$ cat src/rtl/bus_master_port.sv
// bus_master_port: turns controller commands into serial bus transactions with grant-loss retry and timeout
module bus_master_port #(
  parameter int ADDR_WIDTH = 14,
  parameter int DATA_WIDTH = 8,
  parameter int TIMEOUT    = 16
) (
  input  logic                  clk,
  input  logic                  reset,
  input  logic                  enable,
  input  logic                  read_en,
  input  logic [DATA_WIDTH-1:0] data_in,
  input  logic [ADDR_WIDTH-1:0] addr_in,
  input  logic                  grant,
  input  logic                  slave_ready,
  input  logic                  bus_in,
  input  logic                  bus_in_valid,
  output logic                  request,
  output logic                  bus_out,
  output logic                  bus_out_valid,
  output logic                  bus_mode,
  output logic [DATA_WIDTH-1:0] data_out,
  output logic                  done,
  output logic                  error,
  output logic                  busy
);
  localparam int TW = ADDR_WIDTH + DATA_WIDTH;
  localparam int CW = $clog2(TW + 1);
  localparam int WW = $clog2(TIMEOUT + 1);
  typedef enum logic [2:0] {IDLE, REQ, ADDR, WDATA, WAIT_ACK, WAIT_RD, RDATA, DONE} state_t;
  state_t st, st_n;
  logic [CW-1:0] cnt, cnt_n;
  logic [WW-1:0] wcnt, wcnt_n;
  logic [TW-1:0] tx, tx_n;
  logic [ADDR_WIDTH-1:0] addr_q, addr_n;
  logic [DATA_WIDTH-1:0] data_q, data_n, sh, sh_n, rdata_n;
  logic rd_q, rd_n, en_q, err_n, tmo, last_rd;
  // next-state and datapath: address and write data share one shift register, reloaded on every (re)grant
  always_comb begin
    st_n = st;
    cnt_n = cnt;
    wcnt_n = wcnt;
    tx_n = tx;
    sh_n = sh;
    addr_n = addr_q;
    data_n = data_q;
    rd_n = rd_q;
    rdata_n = data_out;
    err_n = error;
    tmo = wcnt == WW'(TIMEOUT - 1);
    last_rd = bus_in_valid && cnt == CW'(DATA_WIDTH - 1);
    case (st)
      IDLE: if (enable && !en_q) begin
        st_n = REQ;
        addr_n = addr_in;
        data_n = data_in;
        rd_n = read_en;
        err_n = 1'b0;
      end
      REQ: if (grant) begin
        st_n = ADDR;
        cnt_n = '0;
        tx_n = {addr_q, data_q};
      end
      ADDR, WDATA: if (!grant) begin
        st_n = REQ;
        cnt_n = '0;
      end else begin
        cnt_n = cnt + 1'b1;
        tx_n = tx << 1;
        wcnt_n = '0;
        if (st == ADDR && cnt == CW'(ADDR_WIDTH - 1)) begin
          st_n = rd_q ? WAIT_RD : WDATA;
          if (rd_q) cnt_n = '0;
        end else if (st == WDATA && cnt == CW'(TW - 1)) st_n = WAIT_ACK;
      end
      WAIT_ACK: begin
        wcnt_n = wcnt + 1'b1;
        st_n = (slave_ready || tmo) ? DONE : WAIT_ACK;
        err_n = !slave_ready && tmo;
      end
      WAIT_RD, RDATA: begin
        wcnt_n = wcnt + 1'b1;
        if (bus_in_valid) begin
          sh_n = {sh[DATA_WIDTH-2:0], bus_in};
          cnt_n = cnt + 1'b1;
          st_n = RDATA;
        end
        if (last_rd) begin
          st_n = DONE;
          rdata_n = sh_n;
        end else if (tmo) begin
          st_n = DONE;
          err_n = 1'b1;
        end
      end
      DONE: st_n = IDLE;
    endcase
  end
  // state, shadow registers and outputs registered from the next-state values
  always_ff @(posedge clk) begin
    if (reset) begin
      st <= IDLE;
      cnt <= '0;
      wcnt <= '0;
      tx <= '0;
      sh <= '0;
      addr_q <= '0;
      data_q <= '0;
      rd_q <= 1'b0;
      en_q <= 1'b0;
      request <= 1'b0;
      bus_out <= 1'b0;
      bus_out_valid <= 1'b0;
      bus_mode <= 1'b0;
      data_out <= '0;
      done <= 1'b0;
      error <= 1'b0;
      busy <= 1'b0;
    end else begin
      st <= st_n;
      cnt <= cnt_n;
      wcnt <= wcnt_n;
      tx <= tx_n;
      sh <= sh_n;
      addr_q <= addr_n;
      data_q <= data_n;
      rd_q <= rd_n;
      en_q <= enable;
      request <= st_n inside {REQ, ADDR, WDATA, WAIT_ACK, WAIT_RD, RDATA};
      bus_out_valid <= st_n == ADDR || st_n == WDATA;
      bus_out <= (st_n == ADDR || st_n == WDATA) && tx_n[TW-1];
      bus_mode <= st_n == ADDR && rd_n;
      data_out <= rdata_n;
      done <= st_n == DONE;
      error <= err_n;
      busy <= st_n != IDLE;
    end
  end
endmodule

$ cat config.mk
export PLATFORM = sky130hd
export DESIGN_NAME = bus_master_port
export DESIGN_NICKNAME = d
export VERILOG_FILES = /design/src/rtl/bus_master_port.sv
export SDC_FILE = /design/constraint.sdc
export NUM_CORES = 1
export LEC_CHECK = 0
export BUFFER_PORTS_ARGS = -buffer_cell sky130_fd_sc_hd__buf_2
export CAP_MARGIN = 10
export CORE_UTILIZATION = 54
export CTS_CLUSTER_SIZE = 24
export DETAILED_ROUTE_END_ITERATION = 8
export GPL_ROUTABILITY_DRIVEN = 0
export GPL_TIMING_DRIVEN = 0
export PLACE_DENSITY_LB_ADDON = 0.1
export SLEW_MARGIN = 30
export SYNTH_ARGS = -nofsm -noshare
export SYNTH_HDL_FRONTEND = slang
export SYNTH_SLANG_ARGS = --single-unit
$ cat constraint.sdc
create_clock -name clk -period 2.5 [get_ports clk]
set_clock_uncertainty 0.2 [all_clocks]
set_input_delay 0.25 -clock clk [delete_from_list [all_inputs] [get_ports clk]]
set_output_delay 0.25 -clock clk [all_outputs]
set_load 0.005 [all_outputs]
---- After elaboration in Yosys (flattened, before gate mapping) ----
Cells that the tools add are included.
cells by class
  muxes and demuxes ....................... 28
  eq/ne operators ......................... 24
  reductions and logical operators ........ 27
  add/sub/neg operators ................... 2
operator list
  operator                                                         count
  22-bit 2-to-1 mux                                                2
  22-bit one-hot mux with 2 select lines                           1
  3-bit 2-to-1 mux                                                 9
  5-bit 2-to-1 mux                                                 5
  3-bit == test, second input constant                             8
  3-bit one-hot mux with 6 select lines                            1
  5-bit one-hot mux with 3 select lines                            1
  3-bit by 2-bit == test with 1-bit output, second input constant  4
  2-bit != test, second input constant                             6
  5-bit by 1-bit adder with 5-bit output, second input constant    2
  5-bit by 4-bit == test with 1-bit output, second input constant  2
  5-bit one-hot mux with 2 select lines                            1
  3-bit nonzero test                                               3
  8-bit 2-to-1 mux                                                 1
  1-bit logical AND                                                7
  3-bit by 1-bit == test with 1-bit output, second input constant  2
  2-bit AND reduction                                              3
  3-bit AND reduction                                              2
  6-bit nonzero test                                               1
  5-bit by 3-bit == test with 1-bit output, second input constant  1
  5-bit == test, second input constant                             1
  1-bit 2-to-1 mux                                                 5
  4-bit AND reduction                                              1
  2-bit nonzero test                                               2
  other kinds (7)                                                  10
storage, ports and cells
  output and inout port bits .............. 15
  input bits .............................. 30
  flip-flop bits (word level) ............. 82

---- Logic depth before layout (Yosys ltp) ----
  depth after elaboration ................. 9
  mapped depth ............................ 8

---- Least setup slack after synthesis ----
No wires, ideal clock.
  path kind ............................... register -> register
  start point ............................. reg wcnt[0]
  end point ............................... reg request
  cell stages (with the launch flop) ...... 9
  slack ................................... 0.163 ns
  setup time .............................. 0.115 ns
  clock period less this slack ............ 2.337 ns
  arrival time ............................ 2.023 ns
  cells stage by stage .................... dfxtp_1 ha_1 and3_1 ha_1 nor2_1 o21ai_0 a222oi_1 a31oi_1 o21a_1
on the way
  word-level cells in the longest chain between the ends .. 6
  elaborated cells between the ends (all ways) .. 13
RTL lines
  element                                                           line    RTL
  start: declaration                                                32      logic [WW-1:0] wcnt, wcnt_n;
  start signal: assignment                                          122     wcnt <= wcnt_n;
  5-bit by 4-bit == test with 1-bit output (*)                      49      tmo = wcnt == WW'(TIMEOUT - 1);
  3-bit 2-to-1 mux / 1-bit logical OR (equally long branches)       91, 78
  3-bit 2-to-1 mux / 2-bit 2-to-1 mux (equally long branches)       88, 78
  3-bit one-hot mux with 6 select lines (*)                         51      case (st)
  3-bit by 1-bit == test with 1-bit output (tied with other cells)  129     request <= st_n inside {REQ, ADDR, WDATA, WAIT_ACK, WAIT_RD, RDATA};
  6-bit nonzero test (*)                                            129
  end signal: assignment                                            129
  end: declaration                                                  17      output logic request,
Every way passes the cells marked *; elsewhere a longest branch is shown, timed or not.
A chain may end at the register's enable or synchronous reset.

---- Worst setup path in the final report ----
  start point ............................. reg st[1]
  end point ............................... reg addr_q[6]
on the way
  word-level cells in the longest chain between the ends .. 2
RTL lines
  element                               line  RTL
  start: declaration                    30    state_t st, st_n;
  start signal: assignment              120   st <= st_n;
  3-bit zero test                       51
  2-bit AND reduction (no source line)  -
  end signal: assignment                125   addr_q <= addr_n;
  end: declaration                      34    logic [ADDR_WIDTH-1:0] addr_q, addr_n;
No other way between the ends.

==> run_results.csv <==
group,metric,value,unit
outcome,status,"finished clean",
floorplanning,core,5960,sq um
detailed_routing,vias,3057,
sta,max_freq,0.422,GHz
yosys,synthCells,395,
yosys,synth_top_cell_area_share,0.481,
global_route,overflow,0,
layout,final_cell_area,4180,sq um
sta,max_slew_margin,0.561,
pwr,seqPwrFrac,0.486,
sta,min_period,2.37,ns
yosys,yosysWarnings,0,
clocking,htreeDepth,3,
layout,antenna_cells,0,
global_route,antenna_found_initial,0,
yosys,synth_seq_cells,81,
detailed_routing,drc_errors,0,
place,pre_cts_ws,-0.146,ns
yosys,syn_nets,429,
yosys,synth_top_family_by_area,"simple AND/OR/NAND/NOR gates",
place,io_buffers,43,
sta,period_share,0.947,
layout,syn_to_final_growth,24.0,%
yosys,synth_compound_area_frac,0.173,
clocking,clk_latency,0.34,ns
yosys,synth-xor-area-share,0.0104,
floorplanning,die_h,81.0,um
floorplanning,die_area,6560,sq um
yosys,synth_area,3370,sq um
yosys,seq_area_frac_synth,0.481,
layout,fin_util,0.701,
detailed_routing,drt_wl_total,7850,um
worst_setup_path,crit_path_end_kind,"flip-flop",
global_route,grt_max_degree,14,
yosys,synthArstFlopShare,0,
pwr,p_per_area,687,nW/um^2
floorplanning,initial_core_util,0.566,
pwr,pwr-share-comb,0.123,
yosys,muxShareOfSynthArea,0.0446,
clocking,cts_sinks,81,
pwr,power.internal,2.18,mW
worst_setup_path,cp_num_buf_inv,2,
yosys,synthFlopType,"dfxtp_1",
layout,drive_gt1_frac,0.158,
yosys,syn_avg_cell_area,8.53,sq um
yosys,synth.distinct_cells,48,
yosys,synth_edf_count,0,
worst_setup_path,critical_path_required,2.57,ns
place,dpl-instance-area,3680,sq um
sta,hold_viol,0,
global_route,grt_pass1_wl,12900,um
detailed_routing,drt-pass1-iter-count,4,
worst_setup_path,cp_max_fo,10,
worst_hold_path,hold_path_class,"in -> reg",
pwr,clkPwrFrac,0.391,
detailed_routing,wire_per_inst,14.1,um
detailed_routing,avgViaCountPerCell,5.50,
worst_setup_path,worst_path_max_delay_cell,"nor3_1",
yosys,synthSimpleGateAreaFrac,0.221,
clocking,path_clk_slew,0.08,ns
pwr,peakVddDrop,0.442,mV
detailed_routing,antenna_left,0,
worst_setup_path,arrival,2.43,ns
floorplanning,io_pins,45,
worst_setup_path,worstSetupPathType,"reg -> reg",
clocking,cts-root-buf,"clkbuf_8",
sta,rsz0062_at_grt,"false",
clocking,cts_made_buffers,9,
worst_setup_path,critical_path.cell_chain,"or2_1 -> buf_2 -> nor3_1 -> clkbuf_1 -> nand2_1 -> a21oi_1",
pwr,switching_power,0.694,mW
floorplanning,die_x,81.0,um
sta,worst_slack,0.132,ns
sta,worst_pin_slew,0.654,ns
floorplanning,fp-row-count,28,
pwr,switching_share,0.242,
layout,nNetsFinal,510,
sta,setup_viol,0,
place,dp_hpwl,5230,um
job,cap_violations,0,
pwr,p_leak,1.75,nW
clocking,cts_tree,"done",
detailed_routing,drt_iter0_markers,280,
sta,finalMaxSlewViolations,0,
worst_setup_path,worst_setup_path_start_kind,"flip-flop",
pwr,power,2.87,mW
worst_setup_path,crit_family,"simple AND/OR/NAND/NOR gates",
worst_setup_path,max_stage_delay,0.55,ns
clocking,clock_path_buffers,2,
clocking,cts_resized,0,
yosys,yosysTopAreaCell,"dfxtp_1",
global_route,track_usage,0.256,
yosys,synth_area_leaders,"dfxtp_1 (48%), nor2_1 (6.9%), nand2_1 (6.4%), a221oi_1 (5.5%), a21oi_1 (5.1%)",
global_route,first_global_vias,2792,
yosys,synth_fa_ha_area_frac,0.0178,
Yosys cell counts (3+ instances only):
cell      number
clkbuf_1      21
a21oi_1       34
nand3_1        5
o31ai_1        3
nor2_1        62
a221oi_1      21
buf_2          3
ha_1           4
nand2_1       57
buf_6          3
dfxtp_1       81
o21ai_0        7
xnor2_1        3
nand3b_1       3
nor3_1        23
inv_1          7
a22oi_1        4
mux2i_1       15
power by group through the flow:
stage               Combinational, mW  Sequential (mW)  Clock, mW
global route                    0.393             1.40       1.19
global placement                0.306             1.42          0
floorplan                       0.221             1.41          0
finish                          0.353             1.39       1.12
detailed placement              0.312             1.42          0
CTS                             0.348             1.39       1.13
state kept, by name (all words and copies together) (netlist names):
| register | cells |
|---|---|
| en_q | 1 |
| request | 1 |
| cnt | 5 |
| busy | 1 |
| st | 3 |
| error | 1 |
| bus_mode | 1 |
| data_out | 8 |
| bus_out | 1 |
| tx | 22 |
| done | 1 |
| bus_out_valid | 1 |
| addr_q | 14 |
| wcnt | 5 |
| sh | 7 |
| rd_q | 1 |
| data_q | 8 |
path summary, 6_finish.rpt:
kind,depth (start not counted),start,slack [ns],endpoint
worst max-delay path,6,st[1],0.13,addr_q[6]
worst min register to register,2,addr_q[11],0.26,addr_q[11]
worst min-delay path,4,slave_ready,0.07,error
worst max register to register,6,st[1],0.13,addr_q[6]
worst register-to-register path, delay by kind of cell (launching register included):
| kind | cells | cell delay, ns |
|---|---|---|
| buffers and inverters | 2 | 0.60 |
| flip-flops | 1 | 0.40 |
| AO/OA/AOI/OAI | 1 | 0.18 |
| AND/OR/NAND/NOR | 3 | 0.93 |
cell type report:
type                       count  area, sq um
buffer                        29          146
clock buffer                  11          131
clock inverter                 5          104
fill                         498         1780
inverter                       7         26.3
multi-input combinational    278         1570
sequential                    81         1620
tap                           75         93.8
timing repair buffer          70          480
per-layer routing:
| metal | wire [um] | track usage | share of wire | vias up |
|---|---|---|---|---|
| li1 | - | - | - | 1539 |
| met1 | 3750 | 0.340 | 0.48 | 1425 |
| met2 | 3670 | 0.419 | 0.47 | 81 |
| met3 | 318 | 0.0416 | 0.041 | 12 |
| met4 | 104 | 0.0875 | 0.013 | 0 |
| met5 | 0 | 0 | 0 | - |
timing repair:
item / 4_1_cts / 5_1_grt
buffers inserted: 2 / 0
hold endpoints to repair: 26 / 0
setup endpoints to repair: 3 / 0
hold buffers: 25 / 0
placed cells by master (no fill, tap or decap), drive strengths merged, types with 2 or more instances in the layout:
cell type    count
o31a             2
bufinv           3
buf             52
dlygate4sd3     25
nand3b           3
a31o             2
o21ai            7
or2b             3
o21bai           2
mux2i           15
nand2           57
a31oi            2
nand4b           2
nand2b           2
or3              2
xnor2            3
o31ai            3
nand3            5
ha               4
a22oi            4
a21oi           34
clkinv           2
inv              7
a221oi          21
nor2b            2
clkbuf          32
nor2            62
nor3            23
dfxtp           81
and3             2
metrics by stage:
| step | TNS (ns) | hold slack (ns) | instances |
|---|---|---|---|
| after detailed placement | -0.234 | 0.249 | 513 |
| after floorplan | 0 | 0.178 | 395 |
| final | 0 | 0.0682 | 556 |
| after CTS | 0 | 0.0657 | 556 |
| after global placement | -0.184 | 0.235 | 513 |
| after global routing | 0 | 0.128 | 556 |
cells by family after synthesis:
family                   count (synthesis)
AND/OR/NAND/NOR                        168
multiplexers                            15
buffers and inverters                   36
XOR/XNOR                                 4
adder cells (fa/ha/maj)                  5
flip-flops                              81
AO/OA/AOI/OAI                           86
No activity file was read; power rests on OpenSTA's default activity.
